<file path="config.mk">
export PLATFORM = sky130hd
export DESIGN_NAME = alu_cmd_issuer_flat
export DESIGN_NICKNAME = d
export VERILOG_FILES = /design/src/rtl/alu_cmd_issuer_pkg.sv /design/src/rtl/alu_cmd_issuer_if.sv /design/src/rtl/alu_cmd_issuer.sv /design/src/flat_wrapper.sv
export SDC_FILE = /design/constraint.sdc
export NUM_CORES = 1
export LEC_CHECK = 0
export CAP_MARGIN = 20
export CORE_UTILIZATION = 47
export DETAILED_ROUTE_END_ITERATION = 8
export MAX_ROUTING_LAYER = met4
export PLACE_DENSITY = 0.85
export SYNTH_ARGS = -nofsm -noshare
export SYNTH_HDL_FRONTEND = slang
export SYNTH_SLANG_ARGS = --single-unit
</file>
<file path="constraint.sdc">
create_clock -name clk -period 2.3 [get_ports clk]
set_input_delay 0.575 -clock clk [delete_from_list [all_inputs] [get_ports clk]]
set_output_delay 0.575 -clock clk [all_outputs]
set_load 0.05 [all_outputs]
</file>
<file path="src/rtl/alu_cmd_issuer_pkg.sv">
// alu_cmd_issuer_pkg: opcodes, FSM states and opcode validity check shared by the issuer slice.
package alu_cmd_issuer_pkg;
    localparam int DEF_WIDTH = 8;
    localparam logic [3:0] OP_ADD  = 4'd0;
    localparam logic [3:0] OP_SUB  = 4'd1;
    localparam logic [3:0] OP_MUL  = 4'd2;
    localparam logic [3:0] OP_DIV  = 4'd3;
    localparam logic [3:0] OP_EQ   = 4'd4;
    localparam logic [3:0] OP_XOR  = 4'd5;
    localparam logic [3:0] OP_XNOR = 4'd6;
    localparam logic [3:0] OP_AND  = 4'd7;
    typedef enum logic [1:0] {S_IDLE, S_WAIT, S_RESP} state_e;
    function automatic logic op_is_valid(input logic [3:0] op);
        return op <= OP_AND;
    endfunction
endpackage

</file>
<file path="src/rtl/alu_cmd_issuer_if.sv">
// alu_cmd_issuer_if: command, response and ALU operand/result bundle; master is the issuer side.
interface alu_cmd_issuer_if
    import alu_cmd_issuer_pkg::*;
#(
    parameter int WIDTH = DEF_WIDTH,
    parameter int TAG_W = 4
);
    logic             cmd_valid, cmd_ready;
    logic [WIDTH-1:0] cmd_a, cmd_b;
    logic [3:0]       cmd_op;
    logic [TAG_W-1:0] cmd_tag;
    logic [WIDTH-1:0] alu_a, alu_b, alu_result;
    logic [3:0]       alu_opcode;
    logic             alu_zero, alu_carry;
    logic             rsp_valid, rsp_ready;
    logic [WIDTH-1:0] rsp_result;
    logic             rsp_zero, rsp_carry, rsp_err;
    logic [TAG_W-1:0] rsp_tag;
    modport master (
        input  cmd_valid, cmd_a, cmd_b, cmd_op, cmd_tag, alu_result, alu_zero, alu_carry, rsp_ready,
        output cmd_ready, alu_a, alu_b, alu_opcode, rsp_valid, rsp_result, rsp_zero, rsp_carry, rsp_err, rsp_tag
    );
    modport slave (
        output cmd_valid, cmd_a, cmd_b, cmd_op, cmd_tag, alu_result, alu_zero, alu_carry, rsp_ready,
        input  cmd_ready, alu_a, alu_b, alu_opcode, rsp_valid, rsp_result, rsp_zero, rsp_carry, rsp_err, rsp_tag
    );
endinterface

</file>
<file path="src/rtl/alu_cmd_issuer.sv">
// alu_cmd_issuer: issues one ALU command at a time, waits ALU_LAT cycles, returns a tagged response.
// Unsupported opcodes and divide-by-zero are answered with rsp_err without touching the ALU inputs.
module alu_cmd_issuer
    import alu_cmd_issuer_pkg::*;
#(
    parameter int WIDTH   = DEF_WIDTH,
    parameter int ALU_LAT = 1,
    parameter int TAG_W   = 4
) (
    input  logic               clk,
    input  logic               rst,
    alu_cmd_issuer_if.master   bus,
    output logic               busy,
    output logic [15:0]        op_count
);
    localparam int CW = ALU_LAT > 0 ? $clog2(ALU_LAT + 1) : 1;
    state_e           state_q, state_d;
    logic [CW-1:0]    cnt_q, cnt_d;
    logic [WIDTH-1:0] alu_a_q, alu_a_d, alu_b_q, alu_b_d, res_q, res_d;
    logic [3:0]       op_q, op_d;
    logic             zero_q, zero_d, carry_q, carry_d, err_q, err_d;
    logic [TAG_W-1:0] tag_q, tag_d;
    logic [15:0]      ops_q, ops_d;
    logic             reject;
    assign reject = !op_is_valid(bus.cmd_op) || (bus.cmd_op == OP_DIV && bus.cmd_b == '0);
    always_comb begin
        state_d = state_q;
        cnt_d   = cnt_q;
        alu_a_d = alu_a_q;
        alu_b_d = alu_b_q;
        op_d    = op_q;
        res_d   = res_q;
        zero_d  = zero_q;
        carry_d = carry_q;
        err_d   = err_q;
        tag_d   = tag_q;
        ops_d   = ops_q;
        unique case (state_q)
            S_IDLE: if (bus.cmd_valid) begin
                tag_d = bus.cmd_tag;
                if (reject) begin
                    state_d = S_RESP;
                    res_d   = '0;
                    zero_d  = 1'b0;
                    carry_d = 1'b0;
                    err_d   = 1'b1;
                end else begin
                    state_d = S_WAIT;
                    alu_a_d = bus.cmd_a;
                    alu_b_d = bus.cmd_b;
                    op_d    = bus.cmd_op;
                    cnt_d   = CW'(ALU_LAT);
                end
            end
            S_WAIT: if (cnt_q == '0) begin
                state_d = S_RESP;
                res_d   = bus.alu_result;
                zero_d  = bus.alu_zero;
                carry_d = bus.alu_carry;
                err_d   = 1'b0;
            end else begin
                cnt_d = cnt_q - 1'b1;
            end
            S_RESP: if (bus.rsp_ready) begin
                state_d = S_IDLE;
                ops_d   = ops_q + 16'd1;
            end
            default: state_d = S_IDLE;
        endcase
    end
    always_ff @(posedge clk) begin
        if (rst) begin
            state_q <= S_IDLE;
            cnt_q   <= '0;
            alu_a_q <= '0;
            alu_b_q <= '0;
            op_q    <= '0;
            res_q   <= '0;
            zero_q  <= 1'b0;
            carry_q <= 1'b0;
            err_q   <= 1'b0;
            tag_q   <= '0;
            ops_q   <= '0;
        end else begin
            state_q <= state_d;
            cnt_q   <= cnt_d;
            alu_a_q <= alu_a_d;
            alu_b_q <= alu_b_d;
            op_q    <= op_d;
            res_q   <= res_d;
            zero_q  <= zero_d;
            carry_q <= carry_d;
            err_q   <= err_d;
            tag_q   <= tag_d;
            ops_q   <= ops_d;
        end
    end
    assign bus.cmd_ready  = state_q == S_IDLE;
    assign busy           = state_q != S_IDLE;
    assign bus.rsp_valid  = state_q == S_RESP;
    assign bus.alu_a      = alu_a_q;
    assign bus.alu_b      = alu_b_q;
    assign bus.alu_opcode = op_q;
    assign bus.rsp_result = res_q;
    assign bus.rsp_zero   = zero_q;
    assign bus.rsp_carry  = carry_q;
    assign bus.rsp_err    = err_q;
    assign bus.rsp_tag    = tag_q;
    assign op_count       = ops_q;
endmodule

</file>
<file path="src/flat_wrapper.sv">
// flat-port wrapper written by rule: the top's interface ports become plain ports
module alu_cmd_issuer_flat import alu_cmd_issuer_pkg::*;
#(
    parameter int WIDTH   = DEF_WIDTH,
    parameter int ALU_LAT = 1,
    parameter int TAG_W   = 4
)
  (clk, rst, busy, op_count, bus_cmd_valid, bus_cmd_a, bus_cmd_b, bus_cmd_op, bus_cmd_tag, bus_alu_result, bus_alu_zero, bus_alu_carry, bus_rsp_ready, bus_cmd_ready, bus_alu_a, bus_alu_b, bus_alu_opcode, bus_rsp_valid, bus_rsp_result, bus_rsp_zero, bus_rsp_carry, bus_rsp_err, bus_rsp_tag);
  alu_cmd_issuer_if #(.WIDTH(WIDTH), .TAG_W(TAG_W)) bus_i ();
  input  logic clk;
  input  logic rst;
  output logic busy;
  output logic [15:0] op_count;
  input wire logic [$bits(bus_i.cmd_valid)-1:0] bus_cmd_valid;
  input wire logic [$bits(bus_i.cmd_a)-1:0] bus_cmd_a;
  input wire logic [$bits(bus_i.cmd_b)-1:0] bus_cmd_b;
  input wire logic [$bits(bus_i.cmd_op)-1:0] bus_cmd_op;
  input wire logic [$bits(bus_i.cmd_tag)-1:0] bus_cmd_tag;
  input wire logic [$bits(bus_i.alu_result)-1:0] bus_alu_result;
  input wire logic [$bits(bus_i.alu_zero)-1:0] bus_alu_zero;
  input wire logic [$bits(bus_i.alu_carry)-1:0] bus_alu_carry;
  input wire logic [$bits(bus_i.rsp_ready)-1:0] bus_rsp_ready;
  output wire logic [$bits(bus_i.cmd_ready)-1:0] bus_cmd_ready;
  output wire logic [$bits(bus_i.alu_a)-1:0] bus_alu_a;
  output wire logic [$bits(bus_i.alu_b)-1:0] bus_alu_b;
  output wire logic [$bits(bus_i.alu_opcode)-1:0] bus_alu_opcode;
  output wire logic [$bits(bus_i.rsp_valid)-1:0] bus_rsp_valid;
  output wire logic [$bits(bus_i.rsp_result)-1:0] bus_rsp_result;
  output wire logic [$bits(bus_i.rsp_zero)-1:0] bus_rsp_zero;
  output wire logic [$bits(bus_i.rsp_carry)-1:0] bus_rsp_carry;
  output wire logic [$bits(bus_i.rsp_err)-1:0] bus_rsp_err;
  output wire logic [$bits(bus_i.rsp_tag)-1:0] bus_rsp_tag;
  assign bus_i.cmd_valid = bus_cmd_valid;
  assign bus_i.cmd_a = bus_cmd_a;
  assign bus_i.cmd_b = bus_cmd_b;
  assign bus_i.cmd_op = bus_cmd_op;
  assign bus_i.cmd_tag = bus_cmd_tag;
  assign bus_i.alu_result = bus_alu_result;
  assign bus_i.alu_zero = bus_alu_zero;
  assign bus_i.alu_carry = bus_alu_carry;
  assign bus_i.rsp_ready = bus_rsp_ready;
  assign bus_cmd_ready = bus_i.cmd_ready;
  assign bus_alu_a = bus_i.alu_a;
  assign bus_alu_b = bus_i.alu_b;
  assign bus_alu_opcode = bus_i.alu_opcode;
  assign bus_rsp_valid = bus_i.rsp_valid;
  assign bus_rsp_result = bus_i.rsp_result;
  assign bus_rsp_zero = bus_i.rsp_zero;
  assign bus_rsp_carry = bus_i.rsp_carry;
  assign bus_rsp_err = bus_i.rsp_err;
  assign bus_rsp_tag = bus_i.rsp_tag;
  alu_cmd_issuer #(.WIDTH(WIDTH), .ALU_LAT(ALU_LAT), .TAG_W(TAG_W)) u_core (.clk(clk), .rst(rst), .bus(bus_i), .busy(busy), .op_count(op_count));
endmodule
</file>
==> results.cfg <==
[sta]
setup_total_negative_slack_ps = 0
period_share_pct = 94.83
tightest_slew_ps = 535.7
setup-violations-final = 0
skew_ps = 4.951
final_period_minus_worst_setup_slack_ps = 2181
hold_violations = 0
final-max-slew-violation-count = 0
timing_limited_maximum_frequency_mhz = 458.5
worst_slew_margin_rel_pct = 64.18
grt_setup_unrepaired = false

[detailed_routing]
drt_drc_violations_left = 0
ant_nets = 0
wire_per_inst_um = 14.83
routed_wirelength_mm = 6.200
detailroute.via_count = 2230
via_per_inst = 5.335
total_iterations_of_the_first_detailed_routing_run = 4
violation_count_after_the_first_detailed_route_iteration = 169

[yosys]
synth_warnings = 0
synthesized_instance_count = 260
post-synth-top-area-cell = dfxtp_1
number_of_enable_flip_flop_cells_after_synthesis = 0
synth-seq-area-share_pct = 45.43
synth_top_cells_by_area = dfxtp_1, nand2b_1, mux2i_1
postSynthAreaPerCell_um2 = 9.153
yosys_register_bits = 54
synth_cell_types = 38
synthDominantCellAreaShare_pct = 45.43
synth_area_um2 = 2380
total_nets_after_synthesis = 299
async_flop_share_pct = 0
synth_flop_cell = dfxtp_1

[pwr]
p_int_w = 0.001481
switching_power_w = 0.0005548
clkPwrFrac_pct = 30.4
power.share.sequential_pct = 48.7
static-leakage-power_nw = 1.242
share_comb_of_total_power_pct = 20.9
sw_frac_of_total_pct = 27.26
power.ir.vdd_worst_mv = 0.4895
power_density_nw_per_um2 = 580.8

[worst_hold_path]
worst_hold_path.num_cells = 2
holdCritStartpoint = u_core.bus.alu_a[0]
timing.hold.worst.class = reg2reg

[global_routing]
largest_net_degree_at_the_start_of_global_routing = 54
grt_pass1_wl_mm = 9.570
top_usage_layer = met2
met1_usage_pct = 29.26
first_global_vias = 2043
global_route.overflow_total = 0
grtUsageMet2_pct = 39.51
antenna_violations_before_repair = 0
met3_usage_pct = 5.249
grt_usage_pct = 23.52

[clock_network]
insertion_delay_ps = 300
ctsRootBufferMaster = clkbuf_8
cts_htree_levels = 2
tritoncts_num_sinks = 54
post-cts-setup-buffer-count = 0
tritoncts = yes
clk_transition_reported_paths_ps = 90
cts_buffer_depth = 2
numCtsBuffers = 5
post_cts_hold_fix_bufs = 0
post_cts_resize_count = 0

[floorplanning]
die_width_um = 73.16
ioPinCount = 92
die-area_um2 = 5352
die_h_um = 73.16
number_of_cell_rows = 25
fp.coreArea_um2 = 4786
initial_utilization_pct = 49.73

[critical_path]
cp_slowest_cell = clkdlybuf4s50_1
worstPathMaxFanout = 8
timing.rr.start = u_core.op_count[3]
path_depth = 1
worstPathRequired_ps = 1730
reg2regPathDepth = 4
timing.critical_path.buf_inv = 1
critPathCaptureType = output pin
max_stage_delay_ps = 850
start_kind = flop
startpoint = u_core.op_count[9]
timing.setup.critical_path_class = reg2out
critPathArrivalTime_ps = 1610
cp_top_family = buffers and inverters
crit_path_cell_trace = clkdlybuf4s50_1

[finish]
final_net_count = 389
footprint_of_the_multi_input_gates_um2 = 1200
num_antenna_cells = 0
number_of_standard_cells_in_the_layout_taps_in_and_fillers_out = 418
areaGrowthSynthToFinish_pct = 47.27
seqCellArea_um2 = 1081
fillers = 382
layout_cells_sized_above_1_pct = 7.123
layout.cells.most_common_list = clkdlybuf4s50_1, dfxtp_1, nand2b_1
layout.cells.most_common = clkdlybuf4s50_1

[place]
placed_cells = 410
numPortBuffers = 91
dp.final_hpwl_mm = 4.317
place_congestion = 0.8049

[status]
outcome = complete, no violations

[job]
maxCapViolations = 0
-- Yosys cell counts (all sizes together), types with 3 or more instances --
master / count
nand2: 17
nand3: 6
a21oi: 10
clkbuf: 14
nor4: 3
or4: 6
o31ai: 6
o21ai: 19
dfxtp: 54
mux2i: 17
xor2: 5
buf: 5
nand4b: 17
nand2b: 34
inv: 4
xnor2: 3
nor2: 18
-- path summary, 6_finish.rpt --
kind / slack, ps / to
max: 120 / op_count[9]
min: 470 / u_core.bus.alu_a[0]
max reg2reg: 450 / u_core.op_count[13]
min reg2reg: 470 / u_core.bus.alu_a[0]
-- stage by stage --
stage | hold slack [ps] | instance area, um2 | util, % | setup slack (ps) | power (W)
floorplan | 465.2 | 2382 | - | 179.6 | 0.001253
global placement | 446.8 | 3398 | 71.01 | 81.08 | 0.001431
detailed placement | 453.7 | 3398 | 71.01 | 20.74 | 0.001437
CTS | 469.2 | 3505 | 73.23 | 119.0 | 0.002047
global route | 492.3 | 3505 | 73.23 | 79.21 | 0.002109
finish | 468.2 | 3505 | 73.23 | 118.8 | 0.002035
-- sequential cells by signal, indices dropped and copies added, names as in the netlist --
register,count
u_core.bus.rsp_result,8
u_core.bus.rsp_err,1
u_core.cnt_q,1
u_core.bus.alu_a,8
u_core.op_count,16
u_core.bus.alu_opcode,4
u_core.bus.rsp_tag,4
u_core.bus.alu_b,8
u_core.bus.rsp_zero,1
u_core.bus.rsp_carry,1
u_core.state_q,2
-- kinds of logic (layout without fill, tap and decap cells) --
family                   count (synthesis)  after routing  share of synthesized area [%]
XOR/XNOR                                 8              8                          2.944
adder cells (fa/ha/maj)                  1              1                         0.5257
AO/OA/AOI/OAI                           41             41                          9.832
multiplexers                            17             17                          7.150
AND/OR/NAND/NOR                        116            116                          29.86
flip-flops                              54             54                          45.43
buffers and inverters                   23            114                          4.258
-- per-layer routing --
| layer | routed length (um) | part of all wire, % |
|---|---|---|
| met5 | 0 | 0 |
| met4 | 27 | 0.44 |
| met3 | 454 | 7.3 |
| met2 | 2999 | 48 |
| met1 | 2720 | 44 |
-- power by group through the flow --
stage | Clock, W | Sequential (W) | Combinational [W]
after floorplan | 0 | 0.00111 | 0.000144
after global placement | 0 | 0.00101 | 0.000420
after detailed placement | 0 | 0.00101 | 0.000424
after CTS | 0.000630 | 0.000991 | 0.000426
after global routing | 0.000665 | 0.000995 | 0.000448
final | 0.000618 | 0.000991 | 0.000426
-- layout make-up --
class / instances / area share (%)
multi-input cells: 183 / 34.24
flip-flops and latches: 54 / 30.85
well taps: 67 / 2.392
repair buffers: 102 / 29.06
clock inverters: 1 / 0.8568
inverters: 4 / 0.4284
clock buffers: 7 / 2.178
No activity file was read; power rests on OpenSTA's default activity.
